### config.mk
export PLATFORM = sky130hd
export DESIGN_NAME = alu_arbiter
export DESIGN_NICKNAME = d
export VERILOG_FILES = /design/src/rtl/alu_arbiter.sv
export SDC_FILE = /design/constraint.sdc
export NUM_CORES = 1
export LEC_CHECK = 0
export CAP_MARGIN = 10
export CORE_AREA = 2 2 167 169
export DETAILED_ROUTE_END_ITERATION = 7
export DIE_AREA = 0 0 169 171
export PLACE_DENSITY = 0.47
export SLEW_MARGIN = 10
export SYNTH_ARGS = -nofsm -noshare
export SYNTH_HDL_FRONTEND = slang
export SYNTH_SLANG_ARGS = --single-unit
### constraint.sdc
create_clock -name clk -period 1.7 [get_ports clk]
set_input_delay 0.34 -clock clk [delete_from_list [all_inputs] [get_ports clk]]
set_output_delay 0.34 -clock clk [all_outputs]
set_load 0.1 [all_outputs]
### src/rtl/alu_arbiter.sv
// Shares one combinational ALU between the execute stage (requester 0) and the
// branch/address helper (requester 1). Define ALU_ARB_ROUND_ROBIN_EN for round-robin ties.
module alu_arbiter #(
  parameter int DATA_W = 32
) (
  input  logic              clk,
  input  logic              rst_n,
  input  logic              flush,
  // requester 0: execute stage
  input  logic              req_valid_0,
  output logic              req_ready_0,
  input  logic [2:0]        req_funct3_0,
  input  logic [6:0]        req_funct7_0,
  input  logic              req_src_sel_0,
  input  logic [DATA_W-1:0] req_op_a_0,
  input  logic [DATA_W-1:0] req_op_b_0,
  input  logic [DATA_W-1:0] req_imm_0,
  output logic              rsp_valid_0,
  input  logic              rsp_ready_0,
  output logic [DATA_W-1:0] rsp_data_0,
  // requester 1: branch/address helper
  input  logic              req_valid_1,
  output logic              req_ready_1,
  input  logic [2:0]        req_funct3_1,
  input  logic [6:0]        req_funct7_1,
  input  logic              req_src_sel_1,
  input  logic [DATA_W-1:0] req_op_a_1,
  input  logic [DATA_W-1:0] req_op_b_1,
  input  logic [DATA_W-1:0] req_imm_1,
  output logic              rsp_valid_1,
  input  logic              rsp_ready_1,
  output logic [DATA_W-1:0] rsp_data_1,
  // shared ALU
  output logic              alu_en,
  output logic [2:0]        alu_funct3,
  output logic [6:0]        alu_funct7,
  output logic              alu_src_sel,
  output logic [DATA_W-1:0] alu_reg_data_1,
  output logic [DATA_W-1:0] alu_reg_data_2,
  output logic [DATA_W-1:0] alu_immediate,
  input  logic [DATA_W-1:0] alu_res,
  output logic              busy
);

`ifdef ALU_ARB_ROUND_ROBIN_EN
  localparam bit RR_EN = 1'b1;
`else
  localparam bit RR_EN = 1'b0;
`endif

  typedef enum logic {S_IDLE, S_RESP} state_t;

  state_t            r_state;
  logic              r_owner;
  logic              r_last_grant;
  logic [DATA_W-1:0] r_data;

  logic w_busy;
  logic w_rsp_take;
  logic w_can_issue;
  logic w_tie_pick;
  logic w_grant;
  logic w_issue;
  logic w_out_en;

  assign w_busy      = (r_state == S_RESP);
  assign w_rsp_take  = w_busy & (r_owner ? rsp_ready_1 : rsp_ready_0);
  // Retire and issue may share a cycle, which is what gives back-to-back throughput.
  assign w_can_issue = ~flush & (~w_busy | w_rsp_take);
  assign w_tie_pick  = RR_EN & ~r_last_grant;
  assign w_grant     = req_valid_1 & (~req_valid_0 | w_tie_pick);
  assign w_issue     = w_can_issue & (req_valid_0 | req_valid_1);
  // Outputs must read 0 while reset is held, even with requests present.
  assign w_out_en    = rst_n & w_issue;

  assign req_ready_0 = w_out_en & ~w_grant;
  assign req_ready_1 = w_out_en &  w_grant;
  assign alu_en      = w_out_en;

  // NOTE: every output of a combinational block gets a default first; a path
  // that leaves one unassigned would infer a latch.
  always_comb begin
    alu_funct3     = '0;
    alu_funct7     = '0;
    alu_src_sel    = 1'b0;
    alu_reg_data_1 = '0;
    alu_reg_data_2 = '0;
    alu_immediate  = '0;
    if (w_out_en) begin
      if (w_grant) begin
        alu_funct3     = req_funct3_1;
        alu_funct7     = req_funct7_1;
        alu_src_sel    = req_src_sel_1;
        alu_reg_data_1 = req_op_a_1;
        alu_reg_data_2 = req_op_b_1;
        alu_immediate  = req_imm_1;
      end else begin
        alu_funct3     = req_funct3_0;
        alu_funct7     = req_funct7_0;
        alu_src_sel    = req_src_sel_0;
        alu_reg_data_1 = req_op_a_0;
        alu_reg_data_2 = req_op_b_0;
        alu_immediate  = req_imm_0;
      end
    end
  end

  // NOTE: sequential state uses non-blocking assignments so every register
  // samples pre-edge values regardless of statement order.
  always_ff @(posedge clk or negedge rst_n) begin
    if (!rst_n) begin
      r_state      <= S_IDLE;
      r_owner      <= 1'b0;
      r_last_grant <= 1'b1;
      r_data       <= '0;
    end else if (flush) begin
      r_state <= S_IDLE;
    end else if (w_issue) begin
      r_state      <= S_RESP;
      r_owner      <= w_grant;
      r_last_grant <= w_grant;
      r_data       <= alu_res;
    end else if (w_rsp_take) begin
      r_state <= S_IDLE;
    end
  end

  assign busy        = w_busy;
  assign rsp_valid_0 = w_busy & ~r_owner;
  assign rsp_valid_1 = w_busy &  r_owner;
  assign rsp_data_0  = rsp_valid_0 ? r_data : '0;
  assign rsp_data_1  = rsp_valid_1 ? r_data : '0;

endmodule

==> impl_metrics.toml <==
[die]
io_pins = 430
design.core.area_um2 = 27300
die_w_um = 169
floorplan.die_area_um2 = 28900
die-height_um = 171
initial_core_utilization = 0.123
row_count = 61

[placed_design]
post_dp_cell_area_um2 = 10700
buffer_ports.inserted = 429
gp_congestion = 0.723
place_hpwl_um = 18700
placedCellCount = 1296

[layout]
stdcell_area_um2 = 12000
finalCoreUtilization = 0.439
post_layout_nonfiller_instances = 1331
filler_cell_count = 2598
drive_gt1_frac = 0.476
nNetsFinal = 1235
area_growth_pct = 258

[sta]
slew_violations = 0
finalWorstSetupSlack_ns = -0.683
final_count_of_negative_setup_slack_endpoints = 203
finalClockSkew_ns = 0.00448
top_achievable_clock_speed_ghz = 0.420
slew-limit-headroom = 0.700
final_min_period_over_clock_period = 1.40
report.final.hold_viol_count = 0
worst_pin_slew_ns = 0.451
hold_slack_ns = 0.263
grt_setup_unrepaired = "yes"
timing.final.crit_period_ns = 2.38

[route]
drt-initial-drc-count = 177
first_pass_iters = 4
vias = 5486
average_via_count_per_standard_cell = 4.12
detail_route.wirelength_um = 25500
postRouteAntennaNets = 0
routedWlPerCell_um = 19.2
drt_drc_violations_left = 0

[power_and_ir_drop]
cellPowerDensity_nw_per_um2 = 557
finalPower_mw = 6.69
static-leakage-power_nw = 4.63
peakVddDrop_uv = 566

[grt]
track_usage = 0.158
gr_busiest_metal = "met2"
grt_pass1_wl_um = 34900
grt_antenna_before_repair = 2
met2_usage = 0.279
gr-usage-met3 = 0.0470
gr-usage-met1 = 0.190
grt_start_max_net_pins = 37
via_count_of_the_first_global_routing_pass = 5569
leftover_overflow_at_the_end_of_global_routing = 0

[worst_setup_path]
worst_r2r_startpoint = "r_owner"
timing.critical_path.from = "r_owner"
start_kind = "register"
reg2reg_setup_slack_ns = -0.07
crit_path_end_kind = "output port"
timing.critical_path.arrival_ns = 2.04
series_of_cell_instances_along_the_critical_path = "mux2i_2 -> a211o_4 -> buf_12 -> buf_16 -> a21oi_4 -> buf_12"
criticalPathCategory = "register to output port"
slowest_delay_ns = 0.44
path_max_fanout = 6
crit_path_top_delay_cell = "a211o_4"
worstPathRequired_ns = 1.36
critical-path-top-cell-by-count = "buf_12"

[synthesis]
synth.ff_latch_count = 34
synth-warning-count = 0
syn-mean-instance-area_um2 = 6.43
seq_area_frac_synth = 0.254
synthesis.area_um2 = 3350
post_synth_inst_count = 521
synth.lib_cells_used.distinct = 22
synth_nets = 774

[job]
timing.max_cap.violations = 0

[cts]
cts_tree = "built"
clk_pin_slew_ns = 0.06
numClockSinks = 34
clockBufferDepth = 2
cts.root.buffer_cell = "clkbuf_16"
cts-buffers-inserted = 5
clock_latency_ns = 0.28
cts_max_level = 2

[worst_hold_path]
timing.hold.worst.class = "input port to async pin"

[run_status]
violations_in_the_final_reports = "negative setup slack"
status = "finished, violations left"
[worst max-delay path: cells and delay by family (launching register included)]
| kind | cells | cell delay, ns |
|---|---|---|
| flops | 1 | 0.41 |
| compound gates | 2 | 0.60 |
| buf+inv | 3 | 0.52 |
| mux | 1 | 0.21 |
[worst paths after layout]
path                                          end  depth (start not counted)
max in group asynchronous                    busy                          2
worst min-delay path                   r_data[16]                          2
worst min register to register          r_data[1]                          1
min in group clk                        r_data[1]                          1
worst max-delay path            alu_immediate[28]                          6
worst max register to register          r_data[7]                          6
[through the flow]
stage,setup slack [ns],TNS [ns]
floorplan,-1.35,-136.78
global placement,-0.849,-92.78
detailed placement,-0.827,-92.26
CTS,-0.672,-88.41
global route,-0.716,-98.97
finish,-0.683,-87.07
[cells by family after synthesis]
logic type             count (synthesis)  synth area share
and+or+nand+nor                      287             0.376
AOI/OAI and AO/OA                    115             0.188
buffers and inverters                 52            0.0721
DFF                                   34             0.254
muxes                                 33             0.111
[repair_timing]
item                                    in CTS  in global routing
pin swaps                                    6                  1
cloned                                      10                  4
endpoints found under the setup margin     202                203
hold endpoints to repair                     0                  0
resized for setup                          124                 34
buffers inserted                             9                  3
hold buffers                                 0                  0
[state kept, by name (all words and copies together) (netlist names)]
name,flops
r_owner,1
r_data,32
busy,1
[cells in the mapped netlist]
library cell / instances / area, um^2
nand2b_1: 2 / 12.5
clkbuf_1: 30 / 113
a21oi_2: 11 / 96.3
mux2_1: 2 / 22.5
o21ba_2: 1 / 10.0
and4b_1: 1 / 10.0
buf_2: 16 / 80.1
nand2_1: 215 / 807
buf_4: 1 / 7.51
and2_1: 33 / 206
a211o_1: 1 / 8.76
nor2b_1: 3 / 18.8
dfrtp_1: 34 / 851
inv_1: 2 / 7.51
mux2_2: 30 / 338
and3_1: 32 / 200
o21ai_0: 2 / 10.0
o21bai_1: 1 / 7.51
a21oi_1: 99 / 495
nor2_1: 1 / 3.75
mux2i_1: 1 / 10.0
buf_6: 3 / 33.8
[per-layer routing]
layer | vias to the layer above | wire length, um | share of wire
li1 | 2644 | - | -
met1 | 2579 | 10200 | 0.40
met2 | 242 | 13000 | 0.51
met3 | 21 | 1910 | 0.075
met4 | 0 | 382 | 0.015
met5 | - | 0 | 0
[power breakdown]
| group | leakage, nW | switching, mW | internal (mW) | total, mW |
|---|---|---|---|---|
| Clock | 0.0729 | 0.363 | 0.580 | 0.943 |
| Combinational | 4.16 | 2.66 | 2.02 | 4.68 |
| Sequential | 0.399 | 0.112 | 0.956 | 1.07 |
[layout by cell type (no fill, tap or decap), drive strengths merged]
| master | n |
|---|---|
| clkbuf | 9 |
| nor2b | 3 |
| mux2i | 1 |
| nand2 | 215 |
| and2 | 33 |
| dlygate4sd2 | 6 |
| clkdlybuf4s50 | 246 |
| nand2b | 3 |
| o21ai | 2 |
| buf | 247 |
| dfrtp | 34 |
| o21ba | 1 |
| clkinv | 1 |
| o21bai | 1 |
| a211o | 2 |
| mux2 | 32 |
| and3 | 32 |
| a21oi | 110 |
| nor2 | 1 |
| clkinvlp | 2 |
| inv | 1 |
| and4b | 1 |
| diode | 2 |
[final cells by class]
cell class | instances | area (um^2) | share of cell area
diodes | 2 | 5.00 | 0.000417
clock buffers | 6 | 139 | 0.0116
clock inverters | 2 | 12.5 | 0.00104
inverters | 2 | 11.3 | 0.000939
multi-input cells | 437 | 3430 | 0.286
flip-flops and latches | 34 | 855 | 0.0712
well taps | 346 | 433 | 0.0361
repair buffers | 502 | 7120 | 0.593
Note: power is estimated with default switching activity, not from simulation.
